===== config.mk =====
export PLATFORM = sky130hd
export DESIGN_NAME = jk_seq_driver
export DESIGN_NICKNAME = d
export VERILOG_FILES = /design/src/rtl/jk_seq_driver.sv
export SDC_FILE = /design/constraint.sdc
export NUM_CORES = 1
export LEC_CHECK = 0
export ABC_AREA = 1
export ABC_CLOCK_PERIOD_IN_PS = 2500
export CAP_MARGIN = 20
export CORE_UTILIZATION = 56
export DETAILED_ROUTE_END_ITERATION = 7
export PLACE_DENSITY = 0.82
export SLEW_MARGIN = 20
export SYNTH_ARGS = -nofsm -noshare
export SYNTH_HDL_FRONTEND = slang
export SYNTH_SLANG_ARGS = --single-unit
export TNS_END_PERCENT = 50

===== constraint.sdc =====
create_clock -name clk -period 2.5 [get_ports clk]
set_clock_uncertainty 0.1 [all_clocks]
set_input_delay 0.5 -clock clk [delete_from_list [all_inputs] [get_ports clk]]
set_output_delay 0.5 -clock clk [all_outputs]
set_load 0.03 [all_outputs]

===== src/rtl/jk_seq_driver.sv =====
// jk_seq_driver: excitation-side sequencer for a bank of external JK flops.
// A small sequence memory holds target states. For each step the block
// computes J/K from the live flop outputs and the target, drives them for
// one cycle, then holds the bank (J=K=0) and checks that it reached the
// target. The first mismatching step is latched in err_step.
module jk_seq_driver #(
  parameter int WIDTH      = 4,
  parameter int DEPTH      = 8,
  parameter int USE_TOGGLE = 0
) (
  input  logic                       clk,
  input  logic                       reset,
  input  logic                       wr_en,
  input  logic [$clog2(DEPTH)-1:0]   wr_addr,
  input  logic [WIDTH-1:0]           wr_data,
  input  logic [$clog2(DEPTH):0]     len,
  input  logic                       start,
  input  logic                       loop,
  input  logic                       abort,
  input  logic [WIDTH-1:0]           q_fb,
  output logic [WIDTH-1:0]           j_out,
  output logic [WIDTH-1:0]           k_out,
  output logic                       busy,
  output logic                       done,
  output logic                       err,
  output logic [$clog2(DEPTH)-1:0]   err_step
);

  localparam int AW = $clog2(DEPTH);
  localparam int LW = AW + 1;
  localparam logic [LW-1:0]    DEPTH_L = LW'(DEPTH);
  localparam logic [WIDTH-1:0] TOG_L   = (USE_TOGGLE != 0) ? {WIDTH{1'b1}} : {WIDTH{1'b0}};

  typedef enum logic [1:0] {
    ST_IDLE  = 2'd0,
    ST_DRIVE = 2'd1,
    ST_CHECK = 2'd2
  } state_t;

  // JK excitation table; don't-care positions take the toggle policy value.
  // Returns {J, K}.
  function automatic logic [2*WIDTH-1:0] excite(input logic [WIDTH-1:0] q,
                                                input logic [WIDTH-1:0] t);
    logic [WIDTH-1:0] j_v;
    logic [WIDTH-1:0] k_v;
    j_v = (~q & t) | (q & TOG_L);
    k_v = (q & ~t) | (~q & TOG_L);
    return {j_v, k_v};
  endfunction

  state_t            state_q, state_d;
  logic [AW-1:0]     ptr_q, ptr_d;
  logic [LW-1:0]     len_q, len_d;
  logic              loop_q, loop_d;
  logic [WIDTH-1:0]  j_q, j_d;
  logic [WIDTH-1:0]  k_q, k_d;
  logic              busy_q, busy_d;
  logic              done_q, done_d;
  logic              err_q, err_d;
  logic [AW-1:0]     err_step_q, err_step_d;
  logic [WIDTH-1:0]  mem_q [DEPTH];

  logic [LW-1:0]     len_eff_s;
  logic [AW-1:0]     ptr_inc_s;
  logic              last_s;
  logic              mismatch_s;
  logic [2*WIDTH-1:0] exc_first_s;
  logic [2*WIDTH-1:0] exc_next_s;

  // Sequence memory: cleared by reset, writable only while idle.
  always_ff @(posedge clk or negedge reset) begin
    if (!reset) begin
      for (int i = 0; i < DEPTH; i++) begin
        mem_q[i] <= {WIDTH{1'b0}};
      end
    end else if (wr_en && !busy_q && ({1'b0, wr_addr} < DEPTH_L)) begin
      mem_q[wr_addr] <= wr_data;
    end
  end

  // Derived step signals: clamped length, last-step flag, target compare,
  // and excitation for entry 0 and for the following entry.
  always_comb begin
    len_eff_s   = (len > DEPTH_L) ? DEPTH_L : len;
    ptr_inc_s   = ptr_q + AW'(1);
    last_s      = ({1'b0, ptr_q} == (len_q - LW'(1)));
    mismatch_s  = (q_fb != mem_q[ptr_q]);
    exc_first_s = excite(q_fb, mem_q[0]);
    if (last_s) begin
      exc_next_s = exc_first_s;
    end else begin
      exc_next_s = excite(q_fb, mem_q[ptr_inc_s]);
    end
  end

  // Sequencer next-state and registered-output logic.
  always_comb begin
    state_d    = state_q;
    ptr_d      = ptr_q;
    len_d      = len_q;
    loop_d     = loop_q;
    j_d        = {WIDTH{1'b0}};
    k_d        = {WIDTH{1'b0}};
    done_d     = 1'b0;
    err_d      = err_q;
    err_step_d = err_step_q;

    case (state_q)
      ST_IDLE: begin
        if (start && (len != {LW{1'b0}})) begin
          len_d      = len_eff_s;
          loop_d     = loop;
          err_d      = 1'b0;
          err_step_d = {AW{1'b0}};
          ptr_d      = {AW{1'b0}};
          j_d        = exc_first_s[2*WIDTH-1:WIDTH];
          k_d        = exc_first_s[WIDTH-1:0];
          state_d    = ST_DRIVE;
        end else begin
          state_d = ST_IDLE;
        end
      end

      ST_DRIVE: begin
        // The bank samples J/K on this edge; afterwards it is held.
        if (abort) begin
          state_d = ST_IDLE;
        end else begin
          state_d = ST_CHECK;
        end
      end

      ST_CHECK: begin
        if (abort) begin
          state_d = ST_IDLE;
        end else begin
          if (mismatch_s && !err_q) begin
            err_d      = 1'b1;
            err_step_d = ptr_q;
          end else begin
            err_d = err_q;
          end

          if (last_s && loop_q) begin
            ptr_d   = {AW{1'b0}};
            j_d     = exc_next_s[2*WIDTH-1:WIDTH];
            k_d     = exc_next_s[WIDTH-1:0];
            state_d = ST_DRIVE;
          end else if (last_s) begin
            done_d  = 1'b1;
            state_d = ST_IDLE;
          end else begin
            ptr_d   = ptr_inc_s;
            j_d     = exc_next_s[2*WIDTH-1:WIDTH];
            k_d     = exc_next_s[WIDTH-1:0];
            state_d = ST_DRIVE;
          end
        end
      end

      default: begin
        state_d = ST_IDLE;
      end
    endcase

    busy_d = (state_d != ST_IDLE);
  end

  // Sequencer state and output registers.
  always_ff @(posedge clk or negedge reset) begin
    if (!reset) begin
      state_q    <= ST_IDLE;
      ptr_q      <= {AW{1'b0}};
      len_q      <= {LW{1'b0}};
      loop_q     <= 1'b0;
      j_q        <= {WIDTH{1'b0}};
      k_q        <= {WIDTH{1'b0}};
      busy_q     <= 1'b0;
      done_q     <= 1'b0;
      err_q      <= 1'b0;
      err_step_q <= {AW{1'b0}};
    end else begin
      state_q    <= state_d;
      ptr_q      <= ptr_d;
      len_q      <= len_d;
      loop_q     <= loop_d;
      j_q        <= j_d;
      k_q        <= k_d;
      busy_q     <= busy_d;
      done_q     <= done_d;
      err_q      <= err_d;
      err_step_q <= err_step_d;
    end
  end

  assign j_out    = j_q;
  assign k_out    = k_q;
  assign busy     = busy_q;
  assign done     = done_q;
  assign err      = err_q;
  assign err_step = err_step_q;

endmodule


==> metrics.txt, run 1 <==
status=complete, no violations; minimum clock period=2.16 ns; clk_lat worst skew=0.31 ns; DRC Markers=0; layout cell share with drive strength beyond 1=0.0573; TritonCTS Buffers=5; adder-cell area share of the yosys netlist=0.00816; Post-CTS Setup Inserts=0; hold crit path type=input port to async pin; Final Hold Fails=0; Top Ports=35; vias post-DR=2868; DP Cell Count=516; PortBufs=34; crit start category=flip-flop; Worst EP required=2.65 ns; xor and xnor fraction of the mapped netlist area=0.0143; P_leak=1.77 nW; post_cts resized=0; die height=76 µm; Crit path top cell by count=nand2_1; CTS root buf=clkbuf_8; max cap viols=0; post-synthesis register bit count=56; CTS clock-pin slew for the worst setup and hold paths=0.10 ns; die footprint=5780 µm²; Final Cell Area=3550 µm²; complex-gate fraction of the synthesized area=0.139; # diodes=0; Synth Cell Area=3070 µm²; total grt overflow=0; antenna violation net count after detailed routing=0; H-tree levels=2; final critical-path share of the clock period=0.864; crit path cell chain=buf_4 -> nor2_1 -> nor2_1 -> nand2_1 -> nand3_1 -> nand2_1 -> nand2_1 -> nand2_1 -> nor2_1 -> nand2_1 -> nand2_1 -> nand2_2 -> nand2_2 -> nand2_1 -> nand2_1; routed vias/inst=5.47; core footprint=5200 µm²; synth unique cells=27; CP endpoint kind=flip-flop; mean area per synthesized cell=7.39 µm²; CTS tree=done; GP Congestion=0.895; Max transition margin=0.550; PnR Total Power=3.31 mW; per-cell routed wire length=13.9 µm; placed instance area=3460 µm²; Cell Pwr Density=932 nW/µm²; Area Overhead vs Synth=15.8%; register area share after synthesis=0.457; CP Data Arrival Time=2.31 ns; Setup TNS=0 ns; synth warn=0; width of the die=76 µm; DRT iter0 DRCs=334; mux share of post-synthesis cell area=0; CTS Buffer Depth=2; Non-Filler Instances=524; max-slew violations=0; maximum clock frequency=463 MHz; critical path's slowest cell=dfrtp_1; worst-path maximum fanout=34; Initial Util=0.589; largest family of logic cells by synthesized area=simple AND/OR/NAND/NOR gates; initial antenna violation count=0; final setup fails=0; measured slew at the worst slew-check pin=0.670 ns; Layout Nets=476; clock sinks=56; Peak supply drop=0.000487 V; Routed WL=7270 µm; row cnt=26; largest net degree at the start of global routing=57; RSZ-0062 raised after global routing=no; CP max stage delay=0.54 ns; number of global-route vias before repair=2577; Post-Synth Simple-Gate Area=0.280; WS Path Type=flip-flop to flip-flop; GR Util All Layers=0.271; global-route wire length before repair=12300 µm; number of hold buffers added after CTS=0; syn nets=438; drt pass-1 iters=5; HPWL Detailed=5390 µm; Cells after Synth=415
[metal layers]
layer	track usage	share of wire	wire, µm
met5	0	0	0
met4	0.108	0.018	129
met3	0.0383	0.087	635
met2	0.415	0.45	3280
met1	0.393	0.44	3230
[registers in the layout, summed over array words and instances (netlist names)]
name      flops
busy          1
j_out         4
done          1
len_q         4
err_step      3
state_q       2
err           1
loop_q        1
mem_q        32
ptr_q         3
k_out         4
[cells by family (layout without fill, tap and decap cells)]
group,Yosys count,in the layout
flops,56,56
fa+ha+maj,2,2
xor+xnor,5,5
simple gates,201,201
compound gates,83,83
buf+inv,68,107
[layout make-up]
class,instances,area [µm²]
Tap cell,70,87.6
Inverter,58,225
Multi-Input combinational cell,291,1350
Clock inverter,2,13.8
Sequential cell,56,1400
Fill cell,421,1650
Timing Repair Buffer,41,388
Clock buffer,6,82.6
[through the flow]
stage                     setup WS, ns  utilization  hold WS [ns]
after CTS                        0.380        0.682         0.227
after detailed placement         0.165        0.664         0.358
after global placement           0.347        0.664         0.355
after floorplan                  0.668            -         0.104
final                            0.340        0.682         0.204
after global routing             0.142        0.682         0.268
[synth_stat cells]
cell type  instances  area [µm²]
a21oi_1           23         115
o21ai_2            1        8.76
buf_6              3        33.8
xor2_1             2        17.5
nor2_1            27         101
xnor2_1            3        26.3
nand2_2            3        18.8
o21ai_1            5        25.0
inv_1             56         210
dfrtp_1           56        1400
nor4_1             1        6.26
or2_1              1        6.26
nand4_1            1        6.26
nor3_1             5        25.0
buf_2              5        25.0
ha_1               2        25.0
buf_4              1        7.51
buf_12             1        20.0
nand2_1          109         409
a22oi_1            1        7.51
inv_8              1        11.3
inv_2              1        3.75
nand3_1           51         255
a21oi_2            1        8.76
o21ai_0           52         260
or2_4              1        8.76
nand2_4            2        22.5
[power by group]
group / internal (mW) / switching (mW) / total (mW)
registers: 1.13 / 0.177 / 1.31
clock network: 0.227 / 0.298 / 0.525
logic: 0.523 / 0.955 / 1.48
[placed cells by master, fill, tap and decap left out, types with 6 or more instances in the layout]
master and n:
clkdlybuf4s50_1 33, a21oi_1 23, nand2_1 109, inv_1 56, clkbuf_8 6, dfrtp_1 56
o21ai_0 52, nor2_1 27, nand3_1 51, buf_4 7
[worst max-delay path, delay by kind of cell, from the launching register on]
kind                   cells  cell delay, ns
AND/OR/NAND/NOR           14            1.08
flip-flops                 1            0.54
buffers and inverters      1            0.37
[final timing paths]
path                                          from                      end  slack (ns)  cells after the start
max                           ptr_q[0]$_DFFE_PN0P_  err_step[2]$_DFFE_PN0P_        0.34                     15
min                                          reset     mem_q[1]$_DFFE_PN0P_        0.20                      2
max reg2reg                   ptr_q[0]$_DFFE_PN0P_  err_step[2]$_DFFE_PN0P_        0.34                     15
min reg2reg                err_step[1]$_DFFE_PN0P_  err_step[1]$_DFFE_PN0P_        0.38                      2
max in group asynchronous                    reset     len_q[2]$_DFFE_PN0P_        1.66                      2
min in group clk           err_step[1]$_DFFE_PN0P_  err_step[1]$_DFFE_PN0P_        0.38                      2
Note: power is estimated with default switching activity, not from simulation.
==> run 2: changes to the inputs <==
--- a/config.mk
+++ b/config.mk
@@ -8,8 +8,10 @@
 export ABC_AREA = 1
 export ABC_CLOCK_PERIOD_IN_PS = 2500
 export CAP_MARGIN = 20
+export CORE_MARGIN = 3
 export CORE_UTILIZATION = 56
 export DETAILED_ROUTE_END_ITERATION = 7
+export GPL_ROUTABILITY_DRIVEN = 0
 export PLACE_DENSITY = 0.82
 export SLEW_MARGIN = 20
 export SYNTH_ARGS = -nofsm -noshare
==> metrics.txt, run 2 (same netlist as run 1, synthesis figures left out) <==
Hold Slack=0.196 ns; cells on worst reg2reg path=15; status=complete, no violations; Peak supply drop=0.000562 V; Post-CTS Setup Inserts=0; Area Overhead vs Synth=15.9%; crit start category=flip-flop; CP Data Arrival Time=2.30 ns; antenna violation net count after detailed routing=0; Non-Filler Instances=522; core footprint=5200 µm²; Worst EP required=2.65 ns; max-slew violations=0; PnR Total Power=3.33 mW; row cnt=26; total grt overflow=0; CP endpoint kind=flip-flop; worst-path maximum fanout=34; DRC Markers=0; HPWL Detailed=5360 µm; number of hold buffers added after CTS=0; Register Area=1400 µm²; Cell Pwr Density=938 nW/µm²; reg2reg start=ptr_q[0]$_DFFE_PN0P_; GR Util All Layers=0.242; # fillers=437; Max transition margin=0.541; final critical-path share of the clock period=0.859; area of the multi-input gates=1350 µm²; max cap viols=0; # diodes=0; RSZ-0062 raised after global routing=no; commonest non-fill, non-tap cell in the layout=nand2_1; largest net degree at the start of global routing=57; Final Hold Fails=0; crit path cell chain=buf_4 -> nor2_1 -> nor2_1 -> nand2_1 -> nand3_1 -> nand2_1 -> nand2_1 -> nand2_1 -> nor2_1 -> nand2_1 -> nand2_1 -> nand2_2 -> nand2_2 -> nand2_1 -> nand2_1; DP Cell Count=516; H-tree levels=2; TritonCTS Buffers=5; minimum clock period=2.15 ns; Largest delay share family, worst path=simple AND/OR/NAND/NOR gates; post_cts resized=0; global-route wire length before repair=12000 µm; pre-CTS WS=0.226 ns; number of global-route vias before repair=2575; drt pass-1 iters=5; hold crit path type=input port to async pin; CTS clock-pin slew for the worst setup and hold paths=0.09 ns; critical path's slowest cell=dfrtp_1; P_leak=1.76 nW; Layout Nets=476; vias post-DR=2837; WS Path Type=flip-flop to flip-flop; clock sinks=56; maximum clock frequency=465 MHz; CTS root buf=clkbuf_8; Initial Util=0.589; number of flip-flops in the largest register=32; final worst slack=0.352 ns; clk_lat worst skew=0.31 ns; commonest cells after routing, fill and taps aside=nand2_1 (109), inv_1 (56), dfrtp_1 (56), o21ai_0 (52), nand3_1 (51); Biggest register=mem_q; Top Ports=35; per-cell routed wire length=13.7 µm; final setup fails=0; Setup TNS=0 ns; Critical R2R Capture=err$_DFFE_PN0P_; routed vias/inst=5.43; CTS tree=done; DRT iter0 DRCs=376; die height=80 µm; CTS Buffer Depth=2; measured slew at the worst slew-check pin=0.689 ns; initial antenna violation count=0; layout cell share with drive strength beyond 1=0.0531; width of the die=80 µm; PortBufs=34; R2R setup slack=0.35 ns; CP max stage delay=0.53 ns; Routed WL=7160 µm; Worst Path Buf+Inv=1; Crit path top cell by count=nand2_1; die footprint=6400 µm²
run 2: stage by stage:
stage | instance area [µm²] | util
floorplan | 3070 | -
global route | 3550 | 0.683
global placement | 3460 | 0.664
detailed placement | 3460 | 0.664
CTS | 3550 | 0.683
finish | 3550 | 0.683
run 2: report_power, final:
part           switching (mW)  internal [mW]
clock                   0.271          0.288
sequential              0.181           1.13
combinational           0.940          0.523
run 2: worst reg2reg max path: stages (launching register included):
cell and delay, ns:
dfrtp_1 0.53, buf_4 0.36, nor2_1 0.09, nor2_1 0.10, nand2_1 0.06, nand3_1 0.08
nand2_1 0.06, nand2_1 0.06, nand2_1 0.05, nor2_1 0.14, nand2_1 0.09, nand2_1 0.07
nand2_2 0.08, nand2_2 0.09, nand2_1 0.06, nand2_1 0.06
run 2: layout make-up:
cell class                      count  share of cell area
Clock buffer                        5              0.0194
Sequential cell                    56               0.394
Timing Repair Buffer               41               0.109
Inverter                           58              0.0634
Multi-Input combinational cell    291               0.381
Tap cell                           70              0.0246
Clock inverter                      1             0.00845
run 2: routing by layer:
metal,part of all wire,vias to the layer above,GRT usage
met4,0.020,0,0.0828
met5,0,-,0
met1,0.46,1299,0.355
met2,0.44,118,0.369
li1,-,1404,-
met3,0.076,16,0.0293
run 2: how the worst max path moves through the flow:
stage                               startpoint                 end  slack (ns)  cells past startpoint
after floorplan           len_q[0]$_DFFE_PN0P_      busy$_DFF_PN0_        0.67                      9
after global placement                  len[1]  j_out[2]$_DFF_PN0_        0.34                      9
after detailed placement                len[1]  j_out[3]$_DFF_PN0_        0.23                      9
after CTS                 ptr_q[0]$_DFFE_PN0P_     err$_DFFE_PN0P_        0.41                     15
after global routing      ptr_q[0]$_DFFE_PN0P_     err$_DFFE_PN0P_        0.16                     14
final                     ptr_q[0]$_DFFE_PN0P_     err$_DFFE_PN0P_        0.35                     15
==> run 3: changes to the inputs <==
--- a/config.mk
+++ b/config.mk
@@ -6,13 +6,13 @@
 export NUM_CORES = 1
 export LEC_CHECK = 0
 export ABC_AREA = 1
-export ABC_CLOCK_PERIOD_IN_PS = 2500
+export ABC_CLOCK_PERIOD_IN_PS = 1840
 export CAP_MARGIN = 20
 export CORE_MARGIN = 3
-export CORE_UTILIZATION = 56
+export CORE_UTILIZATION = 51
 export DETAILED_ROUTE_END_ITERATION = 7
 export GPL_ROUTABILITY_DRIVEN = 0
-export PLACE_DENSITY = 0.82
+export PLACE_DENSITY = 0.78
 export SLEW_MARGIN = 20
 export SYNTH_ARGS = -nofsm -noshare
 export SYNTH_HDL_FRONTEND = slang
==> constraint.sdc (replaced) <==
create_clock -name clk -period 1.84 [get_ports clk]
set_clock_uncertainty 0.1 [all_clocks]
set_input_delay 0.368 -clock clk [delete_from_list [all_inputs] [get_ports clk]]
set_output_delay 0.368 -clock clk [all_outputs]
set_load 0.03 [all_outputs]
==> metrics.txt, run 3 (same netlist as run 1, synthesis figures left out) <==
width of the die=83.5 µm; core footprint=5680 µm²; measured slew at the worst slew-check pin=0.392 ns; min-delay src=err_step[0]$_DFFE_PN0P_; max cap viols=0; drt pass-1 iters=5; Final Hold Fails=0; Crit path top cell by count=nand2_2; reg2reg start=ptr_q[0]$_DFFE_PN0P_; global-route wire length before repair=13300 µm; maximum clock frequency=521 MHz; # diodes=0; cells on worst reg2reg path=15; CTS tree=done; CP max stage delay=0.45 ns; HPWL Detailed=5830 µm; GR Util All Layers=0.233; CTS root buf=clkbuf_8; DRC Markers=0; area of the multi-input gates=1510 µm²; Largest delay share family, worst path=simple AND/OR/NAND/NOR gates; vias post-DR=3146; met2 GRT Util=0.359; RSZ-0062 raised after global routing=yes; status=finished with violations; P_int=2.98 mW; number of flip-flops in the largest register=32; initial antenna violation count=0; total grt overflow=0; Hold Path Depth=2; Setup TNS=-0.425 ns; final worst slack=-0.0801 ns; Peak supply drop=0.000589 V; CTS clock-pin slew for the worst setup and hold paths=0.11 ns; CTS Buffer Depth=2; per-cell routed wire length=15.7 µm; most used routing layer=met2; Routed WL=8730 µm; Max transition margin=0.739; hold endpoint=err_step[0]$_DFFE_PN0P_; Net Sw Power=2.33 mW; clk_lat worst skew=0.32 ns; # fillers=436; layout cell share with drive strength beyond 1=0.188; violated checks=setup timing; Layout Nets=507; routed vias/inst=5.65; Cell Pwr Density=1310 nW/µm²; Worst Path Buf+Inv=2; Final Cell Area=4050 µm²; power share of the combinational group=0.533; crit path cell chain=buf_8 -> buf_12 -> nand2_1 -> nand3_1 -> nand3_2 -> nand2_2 -> nand2_2 -> nand2_2 -> nor2_4 -> nand2_2 -> nand2_2 -> nand2_4 -> nand2_4 -> nand2_1 -> nand2_1; Worst EP required=2.01 ns; Clk network pwr share=0.133; clock sinks=56; DRT iter0 DRCs=703; WS Path Type=flip-flop to flip-flop; Area Overhead vs Synth=31.9%; max-slew violations=0; H-tree levels=2; commonest non-fill, non-tap cell in the layout=nand2_1; R2R setup slack=-0.08 ns; crit start category=flip-flop; die height=83.5 µm; Critical R2R Capture=err_step[1]$_DFFE_PN0P_; hold crit path type=flip-flop to flip-flop; TritonCTS Buffers=5; largest net degree at the start of global routing=57; Register Area=1400 µm²; CP Data Arrival Time=2.09 ns; Biggest register=mem_q; met3 Resource Use GR=0.0375; Non-Filler Instances=557; Flop pwr share=0.334; antenna violation net count after detailed routing=0; minimum clock period=1.92 ns; die footprint=6980 µm²; row cnt=27; DP Cell Count=543; final setup fails=11; number of global-route vias before repair=2757; switching power share of the total=0.439; final critical-path share of the clock period=1.04; critical path's slowest cell=dfrtp_2; placed instance area=3670 µm²; CP endpoint kind=flip-flop; PortBufs=34; P_leak=2.05 nW; GR Layer Usage met1=0.343; Top Ports=35; Initial Util=0.540; worst-path maximum fanout=7; commonest cells after routing, fill and taps aside=nand2_1 (101), dfrtp_1 (55), inv_1 (52), o21ai_0 (49), nand3_1 (45)
[run 3: routing by layer]
metal / wire length, µm / share of wire / vias to the layer above
li1: - / - / 1474
met1: 3660 / 0.42 / 1464
met2: 4100 / 0.47 / 172
met3: 735 / 0.084 / 36
met4: 227 / 0.026 / 0
met5: 0 / 0 / -
[run 3: timing repair]
item / 4_1_cts / 5_1_grt
setup buffers: 1 / 2
hold endpoints to repair: 56 / 0
resized for setup: 17 / 40
endpoints found under the setup margin: 18 / 20
pin swaps: 5 / 22
hold buffers: 1 / 0
cloned: 0 / 2
[run 3: area by class of cell]
type,count,share of cell area
clock buffers,5,0.0170
clock inverters,3,0.00557
inverters,58,0.0582
multi-input cells,291,0.373
flip-flops and latches,56,0.347
well taps,72,0.0223
repair buffers,72,0.178
[run 3: how the worst max path moves through the flow]
| stage | start | slack (ns) | cells after the start | end |
|---|---|---|---|---|
| 2_1_floorplan | len_q[0]$_DFFE_PN0P_ | 0.008 | 9 | busy$_DFF_PN0_ |
| 3_3_place_gp | len[1] | -0.16 | 9 | j_out[2]$_DFF_PN0_ |
| 3_5_place_dp | len[1] | -0.28 | 9 | j_out[3]$_DFF_PN0_ |
| 4_1_cts | len_q[0]$_DFFE_PN0P_ | -0.09 | 9 | busy$_DFF_PN0_ |
| 5_1_grt | ptr_q[0]$_DFFE_PN0P_ | -0.19 | 14 | err$_DFFE_PN0P_ |
| 6_report | ptr_q[0]$_DFFE_PN0P_ | -0.08 | 15 | err_step[1]$_DFFE_PN0P_ |
[run 3: power groups by stage]
stage	Combinational, mW	Sequential, mW	Clock (mW)
floorplan	1.50	1.75	0
global placement	2.17	1.75	0
detailed placement	2.22	1.76	0
CTS	2.32	1.74	0.716
global route	3.06	1.81	0.758
finish	2.83	1.77	0.706
[run 3: stage by stage]
step	hold slack, ns	utilization	worst slack (ns)	power [mW]
3_3_place_gp	0.284	0.647	-0.156	3.91
2_1_floorplan	-0.0276	-	0.00784	3.25
6_report	0.376	0.713	-0.0801	5.31
4_1_cts	0.382	0.675	-0.0888	4.78
5_1_grt	0.394	0.713	-0.188	5.63
3_5_place_dp	0.289	0.647	-0.276	3.99
[run 3: worst min-delay path: cells and delay by family, from the launching register on]
kind / cells / cell delay [ns]
simple gates: 2 / 0.08
flops: 1 / 0.37
